File: config.mk
export PLATFORM = sky130hd
export DESIGN_NAME = vram_port_arbiter
export DESIGN_NICKNAME = d
export VERILOG_FILES = /design/src/rtl/vram_arb_pkg.sv /design/src/rtl/rr_arbiter_2.sv /design/src/rtl/vram_port_arbiter.sv
export SDC_FILE = /design/constraint.sdc
export NUM_CORES = 1
export LEC_CHECK = 0
export ABC_AREA = 1
export CAP_MARGIN = 30
export CORE_ASPECT_RATIO = 0.9
export CORE_MARGIN = 8
export CORE_UTILIZATION = 40
export CTS_CLUSTER_SIZE = 12
export DETAILED_ROUTE_END_ITERATION = 8
export GPL_ROUTABILITY_DRIVEN = 0
export GPL_TIMING_DRIVEN = 1
export PLACE_DENSITY_LB_ADDON = 0.15
export SLEW_MARGIN = 20
export SYNTH_ARGS = -nofsm -noshare
export SYNTH_HDL_FRONTEND = slang
export SYNTH_SLANG_ARGS = --single-unit
export TNS_END_PERCENT = 1
File: constraint.sdc
create_clock -name clk -period 9.1 [get_ports clk]
set_input_delay 2.73 -clock clk [delete_from_list [all_inputs] [get_ports clk]]
set_output_delay 2.73 -clock clk [all_outputs]
set_load 0.1 [all_outputs]
File: src/rtl/vram_arb_pkg.sv
// Shared encodings for the VRAM port arbiter: read-return tags and write-grant owner.
// No logic. Latency and backpressure are defined by the modules that import it.
package vram_arb_pkg;

    typedef enum logic [1:0] {
        TAG_NONE = 2'd0,
        TAG_VID  = 2'd1,
        TAG_CPU  = 2'd2
    } rd_tag_e;

    typedef enum logic {
        GRANT_CPU = 1'b0,
        GRANT_DMA = 1'b1
    } wr_grant_e;

endpackage

File: src/rtl/rr_arbiter_2.sv
// Two-way round-robin arbiter (CPU/DMA). Grant is combinational, so there is no added latency.
// On a tie, the requester that was not granted last wins. The history register only moves on a grant.
module rr_arbiter_2
    import vram_arb_pkg::*;
(
    input  logic clk,
    input  logic rst,
    input  logic req_cpu_i,
    input  logic req_dma_i,
    output logic gnt_cpu_o,
    output logic gnt_dma_o
);

    wr_grant_e last_q, last_d;

    always_comb begin
        gnt_cpu_o = 1'b0;
        gnt_dma_o = 1'b0;
        last_d    = last_q;
        if (req_cpu_i && req_dma_i) begin
            if (last_q == GRANT_DMA) gnt_cpu_o = 1'b1;
            else                     gnt_dma_o = 1'b1;
        end else begin
            gnt_cpu_o = req_cpu_i;
            gnt_dma_o = req_dma_i;
        end
        if (gnt_cpu_o)      last_d = GRANT_CPU;
        else if (gnt_dma_o) last_d = GRANT_DMA;
    end

    // Resetting to DMA means the CPU wins the first tie.
    always_ff @(posedge clk or posedge rst) begin
        if (rst) last_q <= GRANT_DMA;
        else     last_q <= last_d;
    end

endmodule

File: src/rtl/vram_port_arbiter.sv
// Shares a 1W/1R VRAM: the write port is round-robin between CPU and DMA. The read port gives video priority over the CPU, with a forced slot for a starved CPU.
// Readiness is combinational. Read data returns exactly 1 cycle after the grant and is steered by a tag. Same-address read/write collisions stall the read.
module vram_port_arbiter
    import vram_arb_pkg::*;
#(
    parameter  int SIZE         = 8,
    parameter  int DEPTH        = 8192,
    parameter  int STARVE_LIMIT = 4,
    localparam int ADDR_W       = $clog2(DEPTH)
) (
    input  logic              clk,
    input  logic              rst,
    input  logic              cpu_wr_valid,
    output logic              cpu_wr_ready,
    input  logic [ADDR_W-1:0] cpu_wr_addr,
    input  logic [SIZE-1:0]   cpu_wr_data,
    input  logic              dma_wr_valid,
    output logic              dma_wr_ready,
    input  logic [ADDR_W-1:0] dma_wr_addr,
    input  logic [SIZE-1:0]   dma_wr_data,
    input  logic              vid_rd_valid,
    output logic              vid_rd_ready,
    input  logic [ADDR_W-1:0] vid_rd_addr,
    output logic              vid_rd_data_valid,
    output logic [SIZE-1:0]   vid_rd_data,
    input  logic              cpu_rd_valid,
    output logic              cpu_rd_ready,
    input  logic [ADDR_W-1:0] cpu_rd_addr,
    output logic              cpu_rd_data_valid,
    output logic [SIZE-1:0]   cpu_rd_data,
    output logic [ADDR_W-1:0] ram_waddr,
    output logic [SIZE-1:0]   ram_write_data,
    output logic              ram_write_en,
    output logic [ADDR_W-1:0] ram_raddr,
    input  logic [SIZE-1:0]   ram_read_data
);

    logic              wr_gnt_cpu, wr_gnt_dma;
    logic              sel_cpu, sel_vid, rd_hazard;
    logic [ADDR_W-1:0] sel_addr;
    logic              rd_gnt_vid, rd_gnt_cpu;

    rd_tag_e           rd_tag_q, rd_tag_d;
    logic [3:0]        cpu_starve_q, cpu_starve_d;
    logic [ADDR_W-1:0] raddr_q, raddr_d;

    rr_arbiter_2 u_wr_arb (
        .clk       (clk),
        .rst       (rst),
        .req_cpu_i (cpu_wr_valid),
        .req_dma_i (dma_wr_valid),
        .gnt_cpu_o (wr_gnt_cpu),
        .gnt_dma_o (wr_gnt_dma)
    );

    always_comb begin
        ram_write_en   = 1'b0;
        ram_waddr      = '0;
        ram_write_data = '0;
        if (!rst && wr_gnt_cpu) begin
            ram_write_en   = 1'b1;
            ram_waddr      = cpu_wr_addr;
            ram_write_data = cpu_wr_data;
        end else if (!rst && wr_gnt_dma) begin
            ram_write_en   = 1'b1;
            ram_waddr      = dma_wr_addr;
            ram_write_data = dma_wr_data;
        end
        // During reset every requester is drained: ready mirrors valid, nothing reaches the RAM.
        cpu_wr_ready = rst ? cpu_wr_valid : wr_gnt_cpu;
        dma_wr_ready = rst ? dma_wr_valid : wr_gnt_dma;
    end

    always_comb begin
        sel_cpu    = cpu_rd_valid &&
                     (!vid_rd_valid || (cpu_starve_q >= 4'(STARVE_LIMIT)));
        sel_vid    = vid_rd_valid && !sel_cpu;
        sel_addr   = sel_cpu ? cpu_rd_addr : vid_rd_addr;
        rd_hazard  = ram_write_en && (sel_addr == ram_waddr);
        rd_gnt_vid = !rst && sel_vid && !rd_hazard;
        rd_gnt_cpu = !rst && sel_cpu && !rd_hazard;

        vid_rd_ready = rst ? vid_rd_valid : rd_gnt_vid;
        cpu_rd_ready = rst ? cpu_rd_valid : rd_gnt_cpu;

        raddr_d  = raddr_q;
        rd_tag_d = TAG_NONE;
        if (rd_gnt_vid) begin
            raddr_d  = vid_rd_addr;
            rd_tag_d = TAG_VID;
        end else if (rd_gnt_cpu) begin
            raddr_d  = cpu_rd_addr;
            rd_tag_d = TAG_CPU;
        end
        ram_raddr = raddr_d;

        // A hazard-blocked CPU read counts as a lost cycle, the same as losing to video.
        cpu_starve_d = cpu_starve_q;
        if (!cpu_rd_valid || rd_gnt_cpu) cpu_starve_d = '0;
        else if (cpu_starve_q != 4'hF)   cpu_starve_d = cpu_starve_q + 4'd1;
    end

    always_ff @(posedge clk or posedge rst) begin
        if (rst) begin
            rd_tag_q     <= TAG_NONE;
            cpu_starve_q <= '0;
            raddr_q      <= '0;
        end else begin
            rd_tag_q     <= rd_tag_d;
            cpu_starve_q <= cpu_starve_d;
            raddr_q      <= raddr_d;
        end
    end

    assign vid_rd_data_valid = (rd_tag_q == TAG_VID);
    assign cpu_rd_data_valid = (rd_tag_q == TAG_CPU);
    assign vid_rd_data       = ram_read_data;
    assign cpu_rd_data       = ram_read_data;

endmodule

Yosys cells after proc, flatten, opt, wreduce, memory -nomap -nowiden
Cells that the tools add are included.

operators by class
  add/subtract/negate cells = 1
  $lt $le $gt $ge = 1
  equal/unequal tests = 4
  mux-type cells = 23
  reduce and logical (&&, ||, !) cells = 19

operators with widths
  kind                   count
  $mux W13               5
  $mux W8                2
  $eq A13 B13 Y1         1
  $mux W1                12
  $logic_and A1 B1 Y1    10
  $mux W4                2
  $logic_not A1 Y1       5
  $add A4 B1 Y4 const B  1
  $ge A4 B3 Y1 const B   1
  $mux W2                2
  $ne A4 B4 Y1 const B   1
  $reduce_bool A2 Y1     2
  $eq A2 B1 Y1 const B   1
  $eq A2 B2 Y1 const B   1
  $logic_or A1 B1 Y1     2

storage, ports and cells
  register bits after elaboration = 20
  input bits = 82
  output and inout port bits = 57
  word-level logic and storage cells = 52

Logic depth before layout (Yosys ltp)
Gate-level depths: netlist of the first run.

  depth after elaboration = 11
  mapped depth = 17
  mapped depth without buffers = 15

Modules after synthesis
Synthesis of the first run repeated with hierarchy kept, for this count alone.

second synthesis, totals
  cells, all modules = 432
  area, all modules = 2374.8 um2

modules (own cells, without submodules)
  module             instances  cells an instance  area each (um2)  sequential area each (um2)
  vram_port_arbiter  1          420                2306.0           475.5
  rr_arbiter_2       1          12                 68.8             26.3

Worst setup path before layout of the first run
OpenSTA, ideal clock, no wires.

  kind = input-to-output
  start = input dma_wr_valid
  end = output vid_rd_ready
  data arrival time = 5659 ps
  data required time = 6370 ps
  slack = 711 ps
  stages on the path = 11
  buffers on the path = 2
  cells stage by stage = buf_2 > nand2_2 > nand2_1 > o21ai_2 > o211ai_1 > nand3b_1 > nor2_2 > nand2_4 > nand2_4 > buf_6 > o21ai_0

between the ends
  cells in the longest elaborated chain, start to end = 10
  elaborated cells between the ends (all ways) = 14
  classes of those cells = eq/ne: 1; mux: 7; reduce/logical: 6

RTL lines
  element                RTL line                 RTL
  from (decl)            vram_port_arbiter.sv:17  input logic dma_wr_valid,
  $logic_and A1 B1 Y1    rr_arbiter_2.sv:20       if (req_cpu_i && req_dma_i) begin
  $mux W1                rr_arbiter_2.sv:20
  $logic_and A1 B1 Y1    vram_port_arbiter.sv:64  end else if (!rst && wr_gnt_dma) begin
  $mux W13               vram_port_arbiter.sv:64
  $mux W13 *             vram_port_arbiter.sv:60  if (!rst && wr_gnt_cpu) begin
  net ram_waddr[1]       vram_port_arbiter.sv:31  output logic [ADDR_W-1:0] ram_waddr,
  $eq A13 B13 Y1 *       vram_port_arbiter.sv:79  rd_hazard = ram_write_en && (sel_addr == ram_waddr);
  $logic_and A1 B1 Y1 *  vram_port_arbiter.sv:79
  $logic_not A1 Y1 *     vram_port_arbiter.sv:80  rd_gnt_vid = !rst && sel_vid && !rd_hazard;
  $logic_and A1 B1 Y1 *  vram_port_arbiter.sv:80
  $mux W1 *              vram_port_arbiter.sv:83  vid_rd_ready = rst ? vid_rd_valid : rd_gnt_vid;
  to (decl)              vram_port_arbiter.sv:22  output logic vid_rd_ready,

Mark *: on every way through the listed nets, which the timed path passes. The rest lies on a longest branch.

Worst setup path in the final report of the first run
  start = input rst
  end = output ram_raddr[2]

between the ends
  cells in the longest elaborated chain, start to end = 10
  elaborated cells between the ends (all ways) = 16
  classes of those cells = eq/ne: 1; mux: 6; reduce/logical: 9

RTL lines
  element                       RTL line                                          RTL
  from (decl)                   vram_port_arbiter.sv:12                           input logic rst,
  $logic_not A1 Y1 (no line) *  n/a
  $logic_and A1 B1 Y1           vram_port_arbiter.sv:64
  $mux W13                      vram_port_arbiter.sv:64
  $mux W13                      vram_port_arbiter.sv:60
  $eq A13 B13 Y1                vram_port_arbiter.sv:79
  $logic_and A1 B1 Y1           vram_port_arbiter.sv:79
  $logic_not A1 Y1              vram_port_arbiter.sv:80, vram_port_arbiter.sv:81
  $logic_and A1 B1 Y1           vram_port_arbiter.sv:81                           rd_gnt_cpu = !rst && sel_cpu && !rd_hazard;
  $mux W13                      vram_port_arbiter.sv:91                           end else if (rd_gnt_cpu) begin
  $mux W13 *                    vram_port_arbiter.sv:88                           if (rd_gnt_vid) begin
  to (decl)                     vram_port_arbiter.sv:34                           output logic [ADDR_W-1:0] ram_raddr,

Mark *: on every way between the ends. The rest lies on a longest branch, timed or not.

==> results.sh, run 1 <==
export IMPL_outcome="finished, final reports clean"
export IMPL_syn_area_per_cell_um2=6.11
export IMPL_yosysSeqAreaShare_pct=23.5
export IMPL_routed_via_count=2482
export IMPL_firstDrtPassIters=4
export IMPL_num_rows=25
export IMPL_worst_pin_slew_ns=0.967
export IMPL_min_period_over_period_pct=90.3
export IMPL_async_reset_ff_share_pct=100
export IMPL_required_ns=6.37
export IMPL_fp_coreArea_um2=5190
export IMPL_fin_setup_tns_ns=0
export IMPL_intPower_uw=213
export IMPL_insertedDiodeCount=0
export IMPL_p_leak_nw=1.67
export IMPL_clk_pin_slew_ns=0.07
export IMPL_via_per_inst=4.91
export IMPL_die_w_um=92.9
export IMPL_post_route_drc_count=0
export IMPL_syn_instance_count=349
export IMPL_grt_usage_pct=18.6
export IMPL_gr_total_overflow=0
export IMPL_path_max_fanout=37
export IMPL_finalClockSkew_ns=0.00529
export IMPL_arrival_ns=5.49
export IMPL_rsz0062_at_grt="false"
export IMPL_antenna_found_initial=0
export IMPL_r2r_cells=12
export IMPL_synth_top_cell_area_share_pct=22.3
export IMPL_power_frac_clock_pct=12.8
export IMPL_switching_share_pct=55.0
export IMPL_ys_ff_latch=20
export IMPL_htree_levels=1
export IMPL_regToRegSetupSlack_ns=6.70
export IMPL_synth_common_cells="nand2_1 (110), nand3_1 (64), inv_1 (51)"
export IMPL_pwr_share_seq_pct=22.5
export IMPL_netlist_area_um2=2130
export IMPL_finalHoldViolCount=0
export IMPL_setup_viol=0
export IMPL_area_delta_synth_final_pct=44.7
export IMPL_die_area_um2=7920
export IMPL_syn_nets=432
export IMPL_yosysTopAreaCell="dfrtp_1"
export IMPL_die_h_um=85.2
export IMPL_wl_um=7360
export IMPL_root_buffer="clkbuf_8"
export IMPL_switchingPower_uw=261
export IMPL_holdPathStages=2
export IMPL_grt_pass1_wl_um=11900
export IMPL_period_needed_ns=8.22
export IMPL_route_antenna_remaining_nets=0
export IMPL_setup_slack_ns=0.884
export IMPL_yosys_cell_types_count=28
export IMPL_slew_viol_final=0
export IMPL_grt_start_max_net_pins=38
export IMPL_final_nets=523
export IMPL_ios=139
export IMPL_cts_path_max_buffers=2
export IMPL_pwr_share_comb_pct=64.7
export IMPL_drv_cap=0
export IMPL_yosysMostFrequentCell="nand2_1"
export IMPL_cts_buffers_inserted=3
export IMPL_cts_sinks=20
export IMPL_drtIter0Drc=100
export IMPL_dpl_hpwl_um=6150
export IMPL_ys_flop_type="dfrtp_1"
export IMPL_cts_tree="yes"
export IMPL_wl_per_cell_um=14.5
export IMPL_start_util_pct=41.0
export IMPL_place_ws_ns=0.875
export IMPL_cts_setup_buffers=0
export IMPL_cts_resized=0
export IMPL_drive_above_1_share_pct=16.6
export IMPL_port_buffers=114
export IMPL_path_class="in -> out"
export IMPL_synth_area_top_cells="dfrtp_1 (22%), nand2_1 (19%), nand3_1 (15%), inv_1 (9.0%), buf_4 (6.3%)"
export IMPL_final_core_util_pct=59.4
export IMPL_cp_end_kind="output pin"
export IMPL_ctsHoldBuffers=0
export IMPL_ys_warn_count=0
export IMPL_clkLatencyLatePin_ns=0.26
export IMPL_grt_pass1_vias=2533
export IMPL_synth_edf_count=0
export IMPL_slew_limit_headroom_pct=35.3
export IMPL_ir_worst_vdd_v=0.0000723
export IMPL_min_path_type="reg -> reg"
export IMPL_max_freq_mhz=122
export IMPL_power_uw=474
export IMPL_num_fill_cells=531
export IMPL_power_density_nw_per_um2=154
export IMPL_setup_worst_path_start_class="primary input"
## critical path, cell delays in order
cell and delay [ns]:
clkdlybuf4s50_1 0.57, inv_4 0.40, nand3_1 0.33, nand2_1 0.20
nand2_1 0.07, nor2_1 0.09, nand2_1 0.07, nor2_2 0.15
nand2_4 0.15, nand2_4 0.20, nand3_1 0.11, nand2_1 0.10
buf_4 0.30
## layout make-up
cell class | count | area (um2) | share of cell area, %
Inverter | 56 | 215 | 6.98
Timing Repair Buffer | 117 | 1070 | 34.6
Multi-Input combinational cell | 242 | 1170 | 38.0
Sequential cell | 20 | 502 | 16.3
Tap cell | 67 | 83.8 | 2.72
Clock buffer | 4 | 45.0 | 1.46
## flip-flops by register name, indices dropped and copies added, names as in the netlist
register	cells
cpu_starve_q	4
raddr_q	13
u_wr_arb.last_q	1
rd_tag_q	2
## metal layers
layer,wire [um],vias up,GRT usage (%)
met5,0,-,0
met4,102,0,5.70
met3,823,8,8.02
met2,3300,112,29.0
met1,3130,1101,22.4
li1,-,1261,-
## path summary, 6_finish.rpt
check | from | to
worst max-delay path | rst | ram_raddr[2]
worst min-delay path | u_wr_arb.last_q | u_wr_arb.last_q
worst max register to register | u_wr_arb.last_q | raddr_q[6]
worst min register to register | u_wr_arb.last_q | u_wr_arb.last_q
max in group asynchronous | rst | u_wr_arb.last_q
min in group asynchronous | rst | raddr_q[0]
## through the flow
step | hold WS, ns | cells | instance area (um2)
2_1_floorplan | 0.487 | 349 | 2130
3_3_place_gp | 0.495 | 502 | 3040
3_5_place_dp | 0.529 | 502 | 3040
4_1_cts | 0.533 | 506 | 3080
5_1_grt | 0.545 | 506 | 3080
6_report | 0.524 | 506 | 3080
## cell families (layout without fill, tap and decap cells)
logic type / count (synthesis) / count (layout) / share of synthesized area [%]
buf+inv: 87 / 177 / 21.5
simple gates: 220 / 220 / 48.4
fa+ha+maj: 1 / 1 / 0.587
xor+xnor: 3 / 3 / 1.23
mux: 1 / 1 / 0.470
compound gates: 17 / 17 / 4.29
flops: 20 / 20 / 23.5
## layout by cell type (no fill, tap or decap), types with 2 or more instances in the layout
master and n:
nor2_1 13, xnor2_1 2, a21oi_1 3, nor2_2 2, o21ai_0 12, nand2_2 11
nand2_4 4, nand4_2 2, nand3_1 64, clkbuf_8 3, inv_1 51, inv_4 2
dfrtp_1 19, inv_2 3, nand2_1 110, buf_4 42, nand4_1 11, clkdlybuf4s50_1 75
## power groups by stage
stage	Sequential, mW	Clock [mW]	Combinational [mW]
finish	0.107	0.0607	0.306
global route	0.108	0.0663	0.325
CTS	0.107	0.0619	0.309
detailed placement	0.108	0	0.308
global placement	0.108	0	0.306
floorplan	0.108	0	0.260
Power figures use the tool's default switching activity.
==> inputs of run 2 (changes only) <==
--- a/config.mk
+++ b/config.mk
@@ -6,7 +6,7 @@
 export NUM_CORES = 1
 export LEC_CHECK = 0
 export ABC_AREA = 1
-export CAP_MARGIN = 30
+export CAP_MARGIN = 20
 export CORE_ASPECT_RATIO = 0.9
 export CORE_MARGIN = 8
 export CORE_UTILIZATION = 40
==> results of run 2 <==
Same layout as run 1: the final DEF is identical, and so are final timing and power.
==> inputs of run 3 (changes only) <==
--- a/config.mk
+++ b/config.mk
@@ -10,7 +10,7 @@
 export CORE_ASPECT_RATIO = 0.9
 export CORE_MARGIN = 8
 export CORE_UTILIZATION = 40
-export CTS_CLUSTER_SIZE = 12
+export CTS_CLUSTER_SIZE = 20
 export DETAILED_ROUTE_END_ITERATION = 8
 export GPL_ROUTABILITY_DRIVEN = 0
 export GPL_TIMING_DRIVEN = 1
==> results of run 3 <==
Same layout as run 1: the final DEF is identical, and so are final timing and power.
==> RTL edit 1: new RTL, flow settings as in run 2 <==
Encoding of `rd_tag_e`: now one-hot (3 bits for 3 values).
--- a/src/rtl/vram_arb_pkg.sv
+++ b/src/rtl/vram_arb_pkg.sv
@@ -3,8 +3,8 @@
 package vram_arb_pkg;
 
-    typedef enum logic [1:0] {
-        TAG_NONE = 2'd0,
-        TAG_VID  = 2'd1,
-        TAG_CPU  = 2'd2
+    typedef enum logic [2:0] {
+        TAG_NONE = 3'b001,
+        TAG_VID  = 3'b010,
+        TAG_CPU  = 3'b100
     } rd_tag_e;
 
Check against the original RTL: same outputs for any inputs over 10 cycles, from zero or initial values and one cycle with rst high; not proved beyond that.
==> RTL edit 1 against run 2 <==
- worst setup slack lost 0.42 ns
- sequential cell count grew 1
- count of clock-buffer cells in the layout shrank 1
- core utilization grew 3.2 points
- area after synthesis shrank 1.1%
- routed wire length shrank 1.7%
- total power grew 5.0%
- design area grew 4.7%
- combinational power grew 6%
==> RTL edit 1: results (changes against run 2) <==
synth_compound_area_share_pct: 4.16  # was 4.29%
ir_drop_mv: 0.130  # was 0.0723 mV
comb-power_uw: 323  # was 306 uW
grt.total_usage_pct: 17.9  # was 18.6%
viasPerCell: 5.11  # was 4.91
synth_xor_area_share_pct: 1.25  # was 1.23%
first_global_vias: 2438  # was 2533
grt_pass1_wl_um: 11600  # was 11900 um
reg2reg_depth: 14  # was 12
status: "complete, no violations"  # unchanged
grt_use_met2_pct: 32.7  # was 29.0%
synthMuxAreaShare_pct: 0  # was 0.470%
synth.distinct_cells: 29  # was 28
nNetsFinal: 494  # was 523
reg2reg_slack_ns: 6.22  # was 6.70 ns
synth_nets: 400  # was 432
final_layout_size_suffix_gt1_share_pct: 20.0  # was 16.6%
wl_met3_um: 520  # was 823 um
ys_top_cells_by_area: "dfrtp_1 (23%), nand3_1 (19%), nand2_1 (16%)"  # was dfrtp_1 (22%), nand2_1 (19%), nand3_1 (15%)
worst_pin_slew_ns: 0.973  # was 0.967 ns
layout.cells.non_filler: 477  # was 506
switchingPower_uw: 256  # was 261 uW
hpwl_um: 5950  # was 6150 um
rr_endpoint: "raddr_q[2]"  # was raddr_q[6]
grt_max_degree: 30  # was 38
grt_use_met1_pct: 19.8  # was 22.4%
clk-power_uw: 63.5  # was 60.7 uW
dp_cells: 473  # was 502
RTL edit 1: through the flow:
step           hold WS [ns]  total power [uW]  setup WS (ns)  instance area [um^2]
6_report              0.523               497          0.460                  3230
5_1_grt               0.554               522          0.153                  3230
4_1_cts               0.524               500          0.431                  3230
3_5_place_dp          0.509               436          0.433                  3180
3_3_place_gp          0.501               434          0.590                  3180
2_1_floorplan         0.487               358          0.331                  2110
RTL edit 1: worst register-to-register path: stages (launching register included):
cell and delay [ns]:
dfstp_2 0.37, nand2_1 0.39, nand3_1 0.45, o21ai_1 0.35, inv_1 0.06, nand2_1 0.06, nand2_1 0.05, nor2_1 0.08
nand2_1 0.06, nor2_2 0.08, nand2_2 0.04, buf_4 0.22, o21ai_2 0.28, nand2_1 0.12, nand3_1 0.18
RTL edit 1: cell type report:
class,count,area (um^2)
clock buffers,3,41.3
clock inverters,1,7.51
fillers,490,1930
inverters,31,116
multi-input cells,234,1170
flip-flops and latches,21,528
well taps,67,83.8
repair buffers,120,1280
==> RTL edit 2: new RTL, flow settings as in run 2 <==
Without the edit above. Set the parameter `DEPTH` to 2048 (it was 8192).
--- a/src/rtl/vram_port_arbiter.sv
+++ b/src/rtl/vram_port_arbiter.sv
@@ -5,5 +5,5 @@
 #(
     parameter  int SIZE         = 8,
-    parameter  int DEPTH        = 8192,
+    parameter  int DEPTH        = 2048,
     parameter  int STARVE_LIMIT = 4,
     localparam int ADDR_W       = $clog2(DEPTH)
Interface: changed (6 resized); port bits go from 139 to 127. No check against the original RTL was run, so the function may have changed too.
==> RTL edit 2 against run 2 <==
- non-clock buffer count is 13 lower
- total power about the same
- design area fell by 1.7%
- global-route usage down 2.6 points
- worst setup slack got worse by 0.088 ns
- core utilization up 2.9 points
- sequential cell count is 2 lower
- die area down 3.8%
- combinational power is 1% higher
- area after synthesis decreased by 4.6%
- routed wire length decreased by 13%
- highest routed layer unchanged
==> RTL edit 2: results (changes against run 2) <==
status: "complete, no violations"  # unchanged
wl_met2_um: 2850  # was 3300 um
synth_xor_area_share_pct: 1.29  # was 1.23%
num-nonclk-buffers: 104  # was 117
first_global_vias: 2237  # was 2533
r2r_start: "u_wr_arb.last_q"  # unchanged
critPathMaxFanout: 13  # was 37
dp_slack_ns: 0.829  # was 0.875 ns
drtIter0Drc: 140  # was 100
nNetsFinal: 468  # was 523
nFillCells: 477  # was 531
switchingPower_uw: 245  # was 261 uW
p_leak_uw: 0.00159  # was 0.00167 uW
reg2reg_slack_ns: 6.41  # was 6.70 ns
clk-power_uw: 67.8  # was 60.7 uW
wl_met3_um: 747  # was 823 um
synth_fa_ha_area_share_pct: 0.615  # was 0.587%
buf_share_pct: 36.7  # was 34.6%
combPwrFrac_pct: 65.5  # was 64.7%
final_layout_size_suffix_gt1_share_pct: 22.2  # was 16.6%
wirelength_um: 6390  # was 7360 um
slew_headroom_pct: 35.4  # was 35.3%
grt_pass1_wl_um: 10400  # was 11900 um
critPathMaxStageDelay_ns: 0.45  # was 0.57 ns
clock_skew_ns: 0.00485  # was 0.00529 ns
avgRoutedWirePerCell_um: 14.0  # was 14.5 um
synth.distinct_cells: 32  # was 28
hpwl_um: 5170  # was 6150 um
grt_max_degree: 30  # was 38
ys_top_cells_by_area: "dfrtp_1 (21%), nand2_1 (17%), nand3_1 (9.1%)"  # was dfrtp_1 (22%), nand2_1 (19%), nand3_1 (15%)
comb.multi_input.count: 211  # was 242
inverters: 55  # was 56
hold_ws_ns: 0.509  # was 0.524 ns
ys_seq_area_share_pct: 22.2  # was 23.5%
viasPerCell: 4.79  # was 4.91
synth_compound_area_share_pct: 3.69  # was 4.29%
multi_input_area_mm2: 0.00112  # was 0.00117 mm^2
largest_registers: "raddr_q (11), cpu_starve_q (4), rd_tag_q (2)"  # was raddr_q (13), cpu_starve_q (4), rd_tag_q (2)
ir_drop_mv: 0.0834  # was 0.0723 mV
synth_common_cells: "nand2_1 (91), inv_1 (45), nand3_1 (37), buf_4 (19)"  # was nand2_1 (110), nand3_1 (64), inv_1 (51), dfrtp_1 (19), buf_4 (18)
multi_input_area_share_pct: 37.1  # was 38.0%
wl_met1_um: 2720  # was 3130 um
cts.sinks: 18  # was 20
grt.total_usage_pct: 16.0  # was 18.6%
dp_cells: 453  # was 502
## RTL edit 2: cell types whose count changed after synthesis, moves of 5 or more
cell	run 2	this run
nand4_1	11	17
nand2_2	11	16
inv_2	3	9
nand2_1	110	91
nand3_1	64	37
nand3_2	1	9
inv_1	51	45
## RTL edit 2: worst max-delay path by stage
stage | cells past startpoint | slack (ns) | end | start
3_5_place_dp | 14 | 0.83 | ram_raddr[6] | cpu_wr_valid
2_1_floorplan | 11 | 0.25 | vid_rd_ready | rst
3_3_place_gp | 15 | 0.90 | ram_raddr[3] | cpu_rd_valid
6_report | 14 | 0.80 | ram_raddr[6] | cpu_wr_valid
5_1_grt | 14 | 0.52 | ram_raddr[3] | cpu_wr_valid
4_1_cts | 14 | 0.82 | ram_raddr[6] | cpu_wr_valid
## RTL edit 2: tightest hold or removal path: cells and delay by family, from the launching register on
kind                   cells  cell delay [ns]
flip-flops                 1             0.37
AO/OA/AOI/OAI              1             0.07
buffers and inverters      1             0.06
